==> src/rtl/bram_arb_pkg.sv <==
// Shared types for the two-port BRAM arbiter: FSM state encoding, request record
// and the round-robin helper.
package bram_arb_pkg;

  localparam int ARB_DATA_W = 16;
  localparam int ARB_ADDR_W = 9;

  typedef enum logic [1:0] {
    IDLE  = 2'd0,
    LOCK0 = 2'd1,
    LOCK1 = 2'd2
  } arb_state_t;

  typedef struct packed {
    logic                  valid;
    logic                  we;
    logic                  lock;
    logic [ARB_ADDR_W-1:0] addr;
    logic [ARB_DATA_W-1:0] wdata;
  } arb_req_t;

  // The port that is preferred after a transfer is the one that did not just win.
  function automatic logic next_rr(input logic [1:0] grant);
    return grant[0];
  endfunction

endpackage

==> src/rtl/bram_arb_grant.sv <==
// Arbitration core: IDLE/LOCK0/LOCK1 FSM, round-robin pointer and one-hot grant decode.
// state | meaning
// IDLE  | no lock held; both ports compete, rr breaks ties
// LOCK0 | port 0 holds the RAM until it sends a beat with lock = 0
// LOCK1 | port 1 holds the RAM until it sends a beat with lock = 0
module bram_arb_grant
  import bram_arb_pkg::*;
(
  input  logic       clk_i,
  input  logic       rst_i,
  input  logic [1:0] valid_i,
  input  logic [1:0] lock_i,
  output logic [1:0] grant_o
);

  arb_state_t state_q, state_d;
  logic       rr_q, rr_d;

  always_ff @(posedge clk_i or posedge rst_i) begin
    if (rst_i) begin
      state_q <= IDLE;
      rr_q    <= 1'b0;
    end else begin
      state_q <= state_d;
      rr_q    <= rr_d;
    end
  end

  always_comb begin
    grant_o = 2'b00;
    state_d = state_q;
    rr_d    = rr_q;
    case (state_q)
      IDLE: begin
        if (valid_i == 2'b11) grant_o = rr_q ? 2'b10 : 2'b01;
        else                  grant_o = valid_i;
        if (grant_o != 2'b00) rr_d = next_rr(grant_o);
        if (grant_o[0] && lock_i[0])      state_d = LOCK0;
        else if (grant_o[1] && lock_i[1]) state_d = LOCK1;
      end
      LOCK0: begin
        grant_o = {1'b0, valid_i[0]};
        if (valid_i[0] && !lock_i[0]) begin
          state_d = IDLE;
          rr_d    = next_rr(grant_o);
        end
      end
      LOCK1: begin
        grant_o = {valid_i[1], 1'b0};
        if (valid_i[1] && !lock_i[1]) begin
          state_d = IDLE;
          rr_d    = next_rr(grant_o);
        end
      end
      default: state_d = IDLE;
    endcase
  end

endmodule

==> src/rtl/bram_arbiter.sv <==
// Round-robin two-port arbiter in front of a read-first single-port BRAM.
// Define BRAM_ARB_STATS_EN to add saturating grant/conflict statistics counters.
module bram_arbiter
  import bram_arb_pkg::*;
#(
  parameter int DATA_WIDTH = 16,
  parameter int ADDR_WIDTH = 9
`ifdef BRAM_ARB_STATS_EN
  ,
  parameter int CNT_WIDTH = 16
`endif
) (
  input  logic                  clka,
  input  logic                  rsta,
  input  logic                  p0_valid,
  output logic                  p0_ready,
  input  logic                  p0_we,
  input  logic                  p0_lock,
  input  logic [ADDR_WIDTH-1:0] p0_addr,
  input  logic [DATA_WIDTH-1:0] p0_wdata,
  output logic                  p0_rvalid,
  output logic [DATA_WIDTH-1:0] p0_rdata,
  input  logic                  p1_valid,
  output logic                  p1_ready,
  input  logic                  p1_we,
  input  logic                  p1_lock,
  input  logic [ADDR_WIDTH-1:0] p1_addr,
  input  logic [DATA_WIDTH-1:0] p1_wdata,
  output logic                  p1_rvalid,
  output logic [DATA_WIDTH-1:0] p1_rdata,
  output logic                  mem_ena,
  output logic                  mem_wea,
  output logic [ADDR_WIDTH-1:0] mem_addra,
  output logic [DATA_WIDTH-1:0] mem_dina,
  input  logic [DATA_WIDTH-1:0] mem_douta
`ifdef BRAM_ARB_STATS_EN
  ,
  output logic [CNT_WIDTH-1:0]  stat_grant0,
  output logic [CNT_WIDTH-1:0]  stat_grant1,
  output logic [CNT_WIDTH-1:0]  stat_conflict
`endif
);

  logic [1:0] grant;
  logic [1:0] rvalid_q, rvalid_d;

  bram_arb_grant u_grant (
    .clk_i   (clka),
    .rst_i   (rsta),
    .valid_i ({p1_valid, p0_valid}),
    .lock_i  ({p1_lock, p0_lock}),
    .grant_o (grant)
  );

  assign p0_ready = grant[0];
  assign p1_ready = grant[1];

  always_comb begin
    mem_ena   = |grant;
    mem_wea   = 1'b0;
    mem_addra = '0;
    mem_dina  = '0;
    if (grant[0]) begin
      mem_wea   = p0_we;
      mem_addra = p0_addr;
      mem_dina  = p0_wdata;
    end else if (grant[1]) begin
      mem_wea   = p1_we;
      mem_addra = p1_addr;
      mem_dina  = p1_wdata;
    end
  end

  // The RAM registers its output, so a read response trails its grant by one cycle.
  always_comb begin
    rvalid_d[0] = grant[0] && !p0_we;
    rvalid_d[1] = grant[1] && !p1_we;
  end

  always_ff @(posedge clka or posedge rsta) begin
    if (rsta) rvalid_q <= 2'b00;
    else      rvalid_q <= rvalid_d;
  end

  assign p0_rvalid = rvalid_q[0];
  assign p1_rvalid = rvalid_q[1];
  assign p0_rdata  = mem_douta;
  assign p1_rdata  = mem_douta;

`ifdef BRAM_ARB_STATS_EN
  logic [CNT_WIDTH-1:0] grant0_q, grant1_q, conflict_q;
  logic                 conflict;

  assign conflict = (p0_valid && !grant[0]) || (p1_valid && !grant[1]);

  always_ff @(posedge clka or posedge rsta) begin
    if (rsta) begin
      grant0_q   <= '0;
      grant1_q   <= '0;
      conflict_q <= '0;
    end else begin
      if (grant[0] && grant0_q != '1)   grant0_q   <= grant0_q + 1'b1;
      if (grant[1] && grant1_q != '1)   grant1_q   <= grant1_q + 1'b1;
      if (conflict && conflict_q != '1) conflict_q <= conflict_q + 1'b1;
    end
  end

  assign stat_grant0   = grant0_q;
  assign stat_grant1   = grant1_q;
  assign stat_conflict = conflict_q;
`endif

endmodule

==> config.mk <==
export PLATFORM = sky130hd
export DESIGN_NAME = bram_arbiter
export DESIGN_NICKNAME = d
export VERILOG_FILES = /design/src/rtl/bram_arb_pkg.sv /design/src/rtl/bram_arb_grant.sv /design/src/rtl/bram_arbiter.sv
export SDC_FILE = /design/constraint.sdc
export NUM_CORES = 1
export LEC_CHECK = 0
export CAP_MARGIN = 40
export CORE_ASPECT_RATIO = 0.8
export CORE_MARGIN = 5
export CORE_UTILIZATION = 25
export CTS_BUF_LIST = sky130_fd_sc_hd__clkbuf_8
export DETAILED_ROUTE_END_ITERATION = 8
export DONT_BUFFER_PORTS = 1
export PLACE_DENSITY_LB_ADDON = 0.08
export SKIP_CTS_REPAIR_TIMING = 1
export SYNTH_ARGS = -nofsm -noshare
export SYNTH_HDL_FRONTEND = slang
export SYNTH_SLANG_ARGS = --single-unit
==> constraint.sdc <==
create_clock -name clka -period 2 [get_ports clka]
set_clock_uncertainty 0.05 [all_clocks]
set_input_delay 0.2 -clock clka [delete_from_list [all_inputs] [get_ports clka]]
set_output_delay 0.2 -clock clka [all_outputs]
set_load 0.05 [all_outputs]
==> impl_results.md <==
- Vias in the first global route: between 600 and 700
- RSZ-0062 raised after global routing: yes
- Netlist cell types: 24
- Final setup viols: 27
- Clk sinks: 5
- Worst Tran Pin Value: approximately 450 ps
- Core Util, Final: 41.4%
- Non-filler cells, final: between 100 and 150
- Die span in y: roughly 64 um
- Placement Setup Slack: approximately 28 ps
- Leak: between 0.6 and 0.7 nW
- Maximum VDD drop: around 990 uV
- DR pass1 iterations: 4
- WS Path Type: reg -> out
- GRT Residual Overflow: 0
- Synth Instances: slightly above 100
- Critical path arrival: about 2000 ps
- Commonest non-fill, non-tap cell in the layout: a22o_4
- Flop2flop setup slack: 340 ps
- WL/cell: around 23 um
- Die width: approximately 77 um
- Cell type with the largest total area after synthesis: buf_4
- F_max: 448 MHz
- Synthesized flop and latch total: 5
- Hpwl dp: approximately 2300 um
- GRT Total Usage: a little under a tenth
- Critical Path End Type: primary output
- Share of post-route cells with drive strength above 1: approximately two thirds
- Die Area: ~4900 sq um
- Register area share after synthesis: 14.0%
- Port Buf Inserts: 0
- Global placer's final weighted congestion: around 0.76
- Highest-count cells in the layout ignoring fill and taps: a22o_4, buf_12, buf_4
- Layout filler cell count: ~330
- DR vias/cell: approximately 5.2
- Slew Viols, Final: 0
- Min cycle time layout: ~2200 ps
- Routed Antenna Nets: 0
- Ant diodes: 0
- Top cell type's share of synthesized area: 28.5%
- Synth Net Count: about 180
- Worst Slack Setup Final: -232 ps
- Ys Warns: 0
- Clk Latency, worst-skew pair: approximately 220 ps
- I/O pin cnt: 137
- Starting Density: about a quarter
- Core area: between 3000 and 4000 sq um
- Failing checks: setup timing
- Vias: approximately 750
- Pwr Total: 0.00335 W
- Required @ worst endpoint: roughly 1800 ps
- Hold Crit Class: in -> reg
- Synth-to-Final Area Change: 59.4%
- Initial antenna violation count: 0
- DRT iter0 DRCs: 18
- Largest net degree at the start of global routing: 27
- Placed cell count: between 100 and 150
- Worst-path clk slew: about 40 ps
- Clock buffer depth: 2
- Wirelength, routed: roughly 3300 um
- Rel. slew slack: 69.8%
- CTS H-tree lvls: 1
- First-pass GRT wire length: between 3000 and 4000 um
- Status: finished, violations left
- TritonCTS clock tree: built
- CP startpoint kind: flip-flop
- Period utilisation layout: 112%
- Synth area leaders: buf_4, a22o_1, dfrtp_1
- CP Max Fanout: 7
- Pwr per Cell Area: approximately 2300 nW/um^2
- Layout Nets: 180
- # Max-Cap Violations: 0
- Syn Std Cell Area: around 900 sq um
- Total CTS buffers: 3
- Hold Violations, Final: 0
- Avg Cell Area, Syn: about 8.7 sq um
- Storage cell area: between 100 and 150 sq um
- Clk root buf: clkbuf_8
- Area of the multi-input gates: approximately 680 sq um
- DRC viols: 0
- FP Rows: 19
==> logic make-up after synthesis <==
kind of cell | Yosys count | share of synthesized area (%)
flip-flops | 5 | 14.0
buffers and inverters | 43 | 34.1
multiplexers | 1 | 1.26
adder cells (fa/ha/maj) | 4 | 5.59
AO/OA/AOI/OAI | 38 | 36.7
AND/OR/NAND/NOR | 12 | 8.38
==> routing by layer <==
metal / wire length (um) / global-route usage (%) / vias to the layer above / part of all wire, %
li1: - / - / 342 / -
met1: 1250 / 10.3 / 356 / 37
met2: 1760 / 15.1 / 35 / 53
met3: 286 / 3.13 / 14 / 8.6
met4: 48 / 5.46 / 0 / 1.4
met5: 0 / 0 / - / 0
==> cell type report <==
cell class	count	share of cell area, %
Clock inverter	1	0.263
Sequential cell	5	8.76
Multi-Input combinational cell	55	47.9
Inverter	6	1.58
Clock buffer	3	2.89
Tap cell	42	3.68
Timing Repair Buffer	31	35.0
==> critical path, cell delays in order (launching register included) <==
cell and delay [ps]:
dfrtp_1 400, inv_2 80, ha_4 160, a21boi_4 130, o211a_4 280, nor2_4 240, buf_12 160, a22o_1 170
buf_12 140
==> sequential cells by signal, indices dropped and copies added, names as in the netlist <==
register and cells:
rvalid_q 2, u_grant.state_q 2, u_grant.rr_q 1
==> through the flow <==
stage               hold slack [ps]  instance area [sq um]  TNS (ps)
floorplan                     -71.5                    923     -25.2
global placement              -48.9                   1010         0
detailed placement            -46.7                   1010         0
CTS                            -280                   1060     -4980
global route                    192                   1430     -6820
finish                          184                   1430     -5140
==> worst paths after layout <==
| path | start | to | cells after the start |
|---|---|---|---|
| hold reg to reg | u_grant.state_q[1] | u_grant.state_q[1] | 2 |
| max in group asynchronous | rsta | u_grant.rr_q | 2 |
| setup reg to reg | u_grant.state_q[0] | u_grant.rr_q | 6 |
| hold / removal | p1_valid | rvalid_q[1] | 3 |
| min in group asynchronous | rsta | rvalid_q[0] | 2 |
| setup / recovery | u_grant.state_q[1] | mem_dina[15] | 8 |
==> where the power goes <==
group,internal [W],total (W),switching [W]
Combinational,0.00134,0.00295,0.00161
Clock,0.000131,0.000179,0.0000475
Sequential,0.000139,0.000213,0.0000736
==> cell usage after synthesis (all sizes together) <==
cell      n
ha        4
and3      1
nor2b     2
o21ai     1
a21oi     5
dfrtp     5
a22oi     1
or2       2
nand2     1
buf      37
o2111ai   1
a22o     26
mux2      1
a32o      1
nor2      2
nand2b    4
o311ai    1
o211a     1
a21boi    1
inv       6
Power figures use the tool's default switching activity.
